**src/rtl/capture_reg_arbiter_if.sv**
```systemverilog
// capture_reg_arbiter_if: two producer ports and one consumer port of the capture arbiter
interface capture_reg_arbiter_if #(parameter int WIDTH = 4);
  logic [WIDTH-1:0] I0_data;
  logic             I0_valid;
  logic             I0_ready;
  logic [WIDTH-1:0] I1_data;
  logic             I1_valid;
  logic             I1_ready;
  logic [WIDTH-1:0] O_data;
  logic             O_valid;
  logic             O_src;
  logic             O_ready;
  modport master (
    output I0_data, I0_valid, I1_data, I1_valid, O_ready,
    input  I0_ready, I1_ready, O_data, O_valid, O_src
  );
  modport slave (
    input  I0_data, I0_valid, I1_data, I1_valid, O_ready,
    output I0_ready, I1_ready, O_data, O_valid, O_src
  );
endinterface

```
**src/rtl/capture_reg_arbiter.sv**
```systemverilog
// capture_reg_arbiter: round-robin, burst-limited two-source arbiter feeding one capture register; ASSERT_ON_EN adds a protocol checker
`ifdef ASSERT_ON_EN
module capture_reg_arbiter_chk #(parameter int WIDTH = 4, parameter int BURST = 4) (
  input logic             clk,
  input logic             rst,
  input logic [WIDTH-1:0] i0_data,
  input logic             i0_valid,
  input logic             i0_ready,
  input logic [WIDTH-1:0] i1_data,
  input logic             i1_valid,
  input logic             i1_ready,
  input logic [WIDTH-1:0] o_data,
  input logic             o_valid,
  input logic             o_src,
  input logic             o_ready,
  input logic [3:0]       burst_cnt
);
  logic p_ok, p_hold, p_src, p_w0, p_w1;
  logic [WIDTH-1:0] p_od, p_d0, p_d1;
  always_ff @(posedge clk) begin
    p_ok <= !rst;
    p_hold <= o_valid & !o_ready;
    p_od <= o_data;
    p_src <= o_src;
    p_w0 <= i0_valid & !i0_ready;
    p_w1 <= i1_valid & !i1_ready;
    p_d0 <= i0_data;
    p_d1 <= i1_data;
    if (!rst) begin
      assert (!(i0_ready & i1_ready)) else $error("arbiter: both readies high");
      assert (burst_cnt <= 4'(BURST)) else $error("arbiter: burst_cnt above limit");
      if (p_ok & p_hold) assert (o_data == p_od && o_src == p_src) else $error("arbiter: held beat changed");
      if (p_ok & p_w0) assert (i0_valid && i0_data == p_d0) else $error("arbiter: source 0 withdrew beat");
      if (p_ok & p_w1) assert (i1_valid && i1_data == p_d1) else $error("arbiter: source 1 withdrew beat");
    end
  end
endmodule
`endif

module capture_reg_arbiter #(parameter int WIDTH = 4, parameter int BURST = 4) (
  input logic                 CLK,
  input logic                 RESET,
  capture_reg_arbiter_if.slave bus
);
  logic       owner, load, win;
  logic [3:0] burst_cnt;
  always_comb begin
    load = !bus.O_valid | bus.O_ready;
    win = (bus.I0_valid & bus.I1_valid) ? ((burst_cnt < 4'(BURST)) ? owner : !owner) : bus.I1_valid;
    bus.I0_ready = !RESET & load & bus.I0_valid & !win;
    bus.I1_ready = !RESET & load & bus.I1_valid & win;
  end
  always_ff @(posedge CLK) begin
    if (RESET) begin
      bus.O_data <= '0;
      bus.O_valid <= 1'b0;
      bus.O_src <= 1'b0;
      owner <= 1'b0;
      burst_cnt <= 4'd0;
    end else if (load) begin
      bus.O_valid <= bus.I0_valid | bus.I1_valid;
      if (bus.I0_valid | bus.I1_valid) begin
        bus.O_data <= win ? bus.I1_data : bus.I0_data;
        bus.O_src <= win;
        owner <= win;
        burst_cnt <= (win != owner) ? 4'd1 : (burst_cnt == 4'(BURST)) ? burst_cnt : burst_cnt + 4'd1;
      end
    end
  end
`ifdef ASSERT_ON_EN
  capture_reg_arbiter_chk #(.WIDTH(WIDTH), .BURST(BURST)) u_chk (
    .clk(CLK), .rst(RESET),
    .i0_data(bus.I0_data), .i0_valid(bus.I0_valid), .i0_ready(bus.I0_ready),
    .i1_data(bus.I1_data), .i1_valid(bus.I1_valid), .i1_ready(bus.I1_ready),
    .o_data(bus.O_data), .o_valid(bus.O_valid), .o_src(bus.O_src), .o_ready(bus.O_ready),
    .burst_cnt(burst_cnt)
  );
`else
`endif
endmodule

```
**src/flat_wrapper.sv**
```systemverilog
// flat-port wrapper written by rule: the top's interface ports become plain ports
module capture_reg_arbiter_flat 
#(parameter int WIDTH = 4, parameter int BURST = 4)
  (CLK, RESET, bus_I0_data, bus_I0_valid, bus_I1_data, bus_I1_valid, bus_O_ready, bus_I0_ready, bus_I1_ready, bus_O_data, bus_O_valid, bus_O_src);
  capture_reg_arbiter_if #(.WIDTH(WIDTH)) bus_i ();
  input logic CLK;
  input logic RESET;
  input wire logic [$bits(bus_i.I0_data)-1:0] bus_I0_data;
  input wire logic [$bits(bus_i.I0_valid)-1:0] bus_I0_valid;
  input wire logic [$bits(bus_i.I1_data)-1:0] bus_I1_data;
  input wire logic [$bits(bus_i.I1_valid)-1:0] bus_I1_valid;
  input wire logic [$bits(bus_i.O_ready)-1:0] bus_O_ready;
  output wire logic [$bits(bus_i.I0_ready)-1:0] bus_I0_ready;
  output wire logic [$bits(bus_i.I1_ready)-1:0] bus_I1_ready;
  output wire logic [$bits(bus_i.O_data)-1:0] bus_O_data;
  output wire logic [$bits(bus_i.O_valid)-1:0] bus_O_valid;
  output wire logic [$bits(bus_i.O_src)-1:0] bus_O_src;
  assign bus_i.I0_data = bus_I0_data;
  assign bus_i.I0_valid = bus_I0_valid;
  assign bus_i.I1_data = bus_I1_data;
  assign bus_i.I1_valid = bus_I1_valid;
  assign bus_i.O_ready = bus_O_ready;
  assign bus_I0_ready = bus_i.I0_ready;
  assign bus_I1_ready = bus_i.I1_ready;
  assign bus_O_data = bus_i.O_data;
  assign bus_O_valid = bus_i.O_valid;
  assign bus_O_src = bus_i.O_src;
  capture_reg_arbiter #(.WIDTH(WIDTH), .BURST(BURST)) u_core (.CLK(CLK), .RESET(RESET), .bus(bus_i));
endmodule
```
**config.mk**
```make
export PLATFORM = sky130hd
export DESIGN_NAME = capture_reg_arbiter_flat
export DESIGN_NICKNAME = d
export VERILOG_FILES = /design/src/rtl/capture_reg_arbiter_if.sv /design/src/rtl/capture_reg_arbiter.sv /design/src/flat_wrapper.sv
export SDC_FILE = /design/constraint.sdc
export NUM_CORES = 1
export LEC_CHECK = 0
export ABC_AREA = 1
export CORE_AREA = 2 2 39 41
export DETAILED_ROUTE_END_ITERATION = 10
export DIE_AREA = 0 0 41 43
export PLACE_DENSITY = 0.82
export SYNTH_ARGS = -nofsm -noshare
export SYNTH_HDL_FRONTEND = slang
export SYNTH_SLANG_ARGS = --single-unit
```
**constraint.sdc**
```tcl
create_clock -name CLK -period 2.8 [get_ports CLK]
set_input_delay 0.84 -clock CLK [delete_from_list [all_inputs] [get_ports CLK]]
set_output_delay 0.84 -clock CLK [all_outputs]
set_load 0.01 [all_outputs]
```
==> out/qor.yml <==
cts_root_buf: "clkbuf_4"
p_switching_mw: 0.1254
place.gp.congestion: 0.7617
clkPwrFrac_pct: 30.0
fmax_mhz: 379.2
fin_nets: 135
cp-start-kind: "input port"
cp_num_buf_inv: 2
htreeDepth: 1
totalWireLength_mm: 1.303
yosys-top-cells-area: "dfxtp_1, nand2_1, inv_1"
firstDrtPassIters: 4
p_leak_nw: 0.4628
path_cells: "clkdlybuf4s50_1 > nand3_2 > nand2_4 > nand2_1 > nor2_1 > clkbuf_2"
num_vias: 634
drt-met1-wl_microns: 582
vias_per_cell: 4.696
grt_max_degree: 13
fill_cells: 127
p_comb_share_pct: 30.6
r2r-start: "u_core.owner$_SDFFE_PP0P_"
slew_viol_final: 0
syn_nets: 103
fin_skew_ns: 0.01109
wl_met2_microns: 644
finalSetupViolCount: 0
cp-end-kind: "output pin"
post-route-drc-count: 0
crit_arrival_ns: 1.80
timing.final.crit_period_ns: 2.637
holdCritStartpoint: "u_core.bus.O_data[1]$_SDFFE_PP0P_"
dieHeight_microns: 43
area_delta_synth_final_pct: 51.05
critPathLaunch: "bus_I0_valid"
pre_cts_ws_ns: -0.2573
cap_violations: 0
postCtsHoldBufs: 0
cts_tree: "yes"
slew_headroom_pct: 73.61
yosys_register_bits: 10
globalRoute.totalOverflow: 0
synth_common_cells: "nand2_1, inv_1, dfxtp_1, nand3_1, nor2_1"
diodes: 0
max_stage_delay_ns: 0.49
required_ns: 1.96
clkSlewWorstSetupHoldPaths_ns: 0.07
wl_met3_microns: 65
synth_edf_count: 0
regToRegSetupSlack_ns: 1.30
ioPinCount: 21
critical-path-slowest-cell: "clkdlybuf4s50_1"
dieWidth_microns: 41
ys_async_sr_fraction_pct: 0
outcome: "finished, final reports clean"
dieArea_sq_mm: 0.001763
avgRoutedWirePerCell_microns: 9.652
holdPathStages: 2
synth_top_area_share_pct: 33.61
worstMarginPinSlew_ns: 0.3954
internal_power_mw: 0.3031
clock_latency_ns: 0.26
min_path_type: "reg2reg"
netlist_area_sq_um: 595.6
highest_layer: "met4"
drt_iter0_markers: 13
numCtsBuffers: 3
antenna_found_initial: 0
ys_seq_area_share_pct: 33.61
period_share_pct: 94.19
yosys.area.top_type: "dfxtp_1"
start_util_pct: 43.04
syn_inst: 88
place.detailed.hpwl_mm: 1.055
power.total_mw: 0.4286
p_seq_share_pct: 39.4
path_class: "in2out"
grt_pass1_vias: 601
hold_viol: 0
hold_path_end: "u_core.bus.O_data[1]$_SDFFE_PP0P_"
power_density_mw_per_mm2: 476.4
cts_sinks: 10
gr-usage-all-layers_pct: 18.89
core_sq_mm: 0.001384
ant_nets: 0
clk_path_buf_depth: 2
grt_pass1_wl_mm: 2.283
r2r_cells: 12
netSwitchingFraction_pct: 29.27
ys_types: 18
synth.avg_cell_area_sq_um: 6.768
vdd_drop_max_mv: 0.2748
cp_max_fo: 3
critPathTopFamily: "buffers and inverters"
synth.most_common_cell: "nand2_1"
io_buffers: 20
finalSetupTns_ns: 0
row_count: 14
yosys_warnings: 0
fin_ws_ns: 0.1627
synth-main-ff-cell: "dfxtp_1"
drive_gt1_share_pct: 20.17
r2r_end: "u_core.burst_cnt[2]$_SDFFE_PP0P_"
rsz0062_at_grt: "no"
## cell type report
cell class	instances	area, sq um	share of cell area, %
Multi-Input combinational cell	60	329.1	36.58
Timing Repair Buffer	28	250.2	27.82
Clock buffer	4	36.28	4.033
Inverter	17	63.81	7.093
Tap cell	16	20.02	2.225
Sequential cell	10	200.2	22.25
## what timing repair did
| item | in CTS | in global routing |
|---|---|---|
| buffers inserted | 0 | 0 |
| endpoints found under the hold margin | 0 | 0 |
| endpoints found under the setup margin | 2 | 2 |
| gates resized for setup | 2 | 5 |
## cell families (layout without fill, tap and decap cells)
kind of cell             after synthesis  after routing  share of synthesized area [%]
AO/OA/AOI/OAI                          9              9                          10.50
XOR/XNOR                               2              2                          2.942
buffers and inverters                 18             49                          11.55
adder cells (fa/ha/maj)                2              2                          4.201
flip-flops                            10             10                          33.61
AND/OR/NAND/NOR                       47             47                          37.19
## power by group through the flow
stage / clock [mW] / sequential [mW] / combinational (mW)
after floorplan: 0 / 0.174 / 0.0686
after CTS: 0.132 / 0.169 / 0.132
after global placement: 0 / 0.172 / 0.130
after detailed placement: 0 / 0.172 / 0.133
after global routing: 0.138 / 0.171 / 0.148
final: 0.129 / 0.169 / 0.131
## stage by stage
stage          util (%)  cell area [sq um]  hold slack (ns)  instances
2_1_floorplan         -              595.6           0.4943         88
3_3_place_gp      62.93              870.8           0.4897        131
3_5_place_dp      62.93              870.8           0.4829        131
4_1_cts           65.37              904.6           0.5109        135
5_1_grt           65.01              899.6           0.5345        135
6_report          65.01              899.6           0.5037        135
## worst register-to-register path: stages (launching register included)
cell and delay (ns):
dfxtp_1 0.43, inv_1 0.11, o21ai_2 0.08, nand3_2 0.11
nand2_4 0.09, buf_4 0.15, nand2_2 0.06, nand3_2 0.09
nand2_4 0.07, inv_2 0.07, nand2_1 0.05, nand2_1 0.05
inv_1 0.03
## placed cells by master (no fill, tap or decap), drive strengths merged
cell,synthesis,final
a21oi,2,2
a31o,1,1
buf,1,8
clkbuf,0,6
clkdlybuf4s50,0,18
dfxtp,10,10
ha,2,2
inv,17,17
nand2,24,24
nand3,12,12
nand4,1,1
nor2,10,10
o211ai,4,4
o21ai,2,2
xor2,2,2
## registers in the layout (all words and copies together), names as in the netlist
signal,cells
u_core.bus.O_data,4
u_core.owner,1
u_core.bus.O_valid,1
u_core.burst_cnt,4
## how the worst max path moves through the flow
stage	end	slack, ns	depth (start not counted)
floorplan	bus_I1_ready	0.69	3
global placement	bus_I1_ready	-0.21	6
detailed placement	bus_I1_ready	-0.26	6
CTS	bus_I1_ready	0.02	6
global route	bus_I0_ready	0.09	6
finish	bus_I0_ready	0.16	6
## per-layer routing
metal | up-vias | GRT usage, %
met5 | - | 0
met4 | 0 | 9.333
met3 | 2 | 3.665
met2 | 17 | 28.44
met1 | 272 | 24.59
li1 | 343 | -
(Power assumes the default switching activity.)
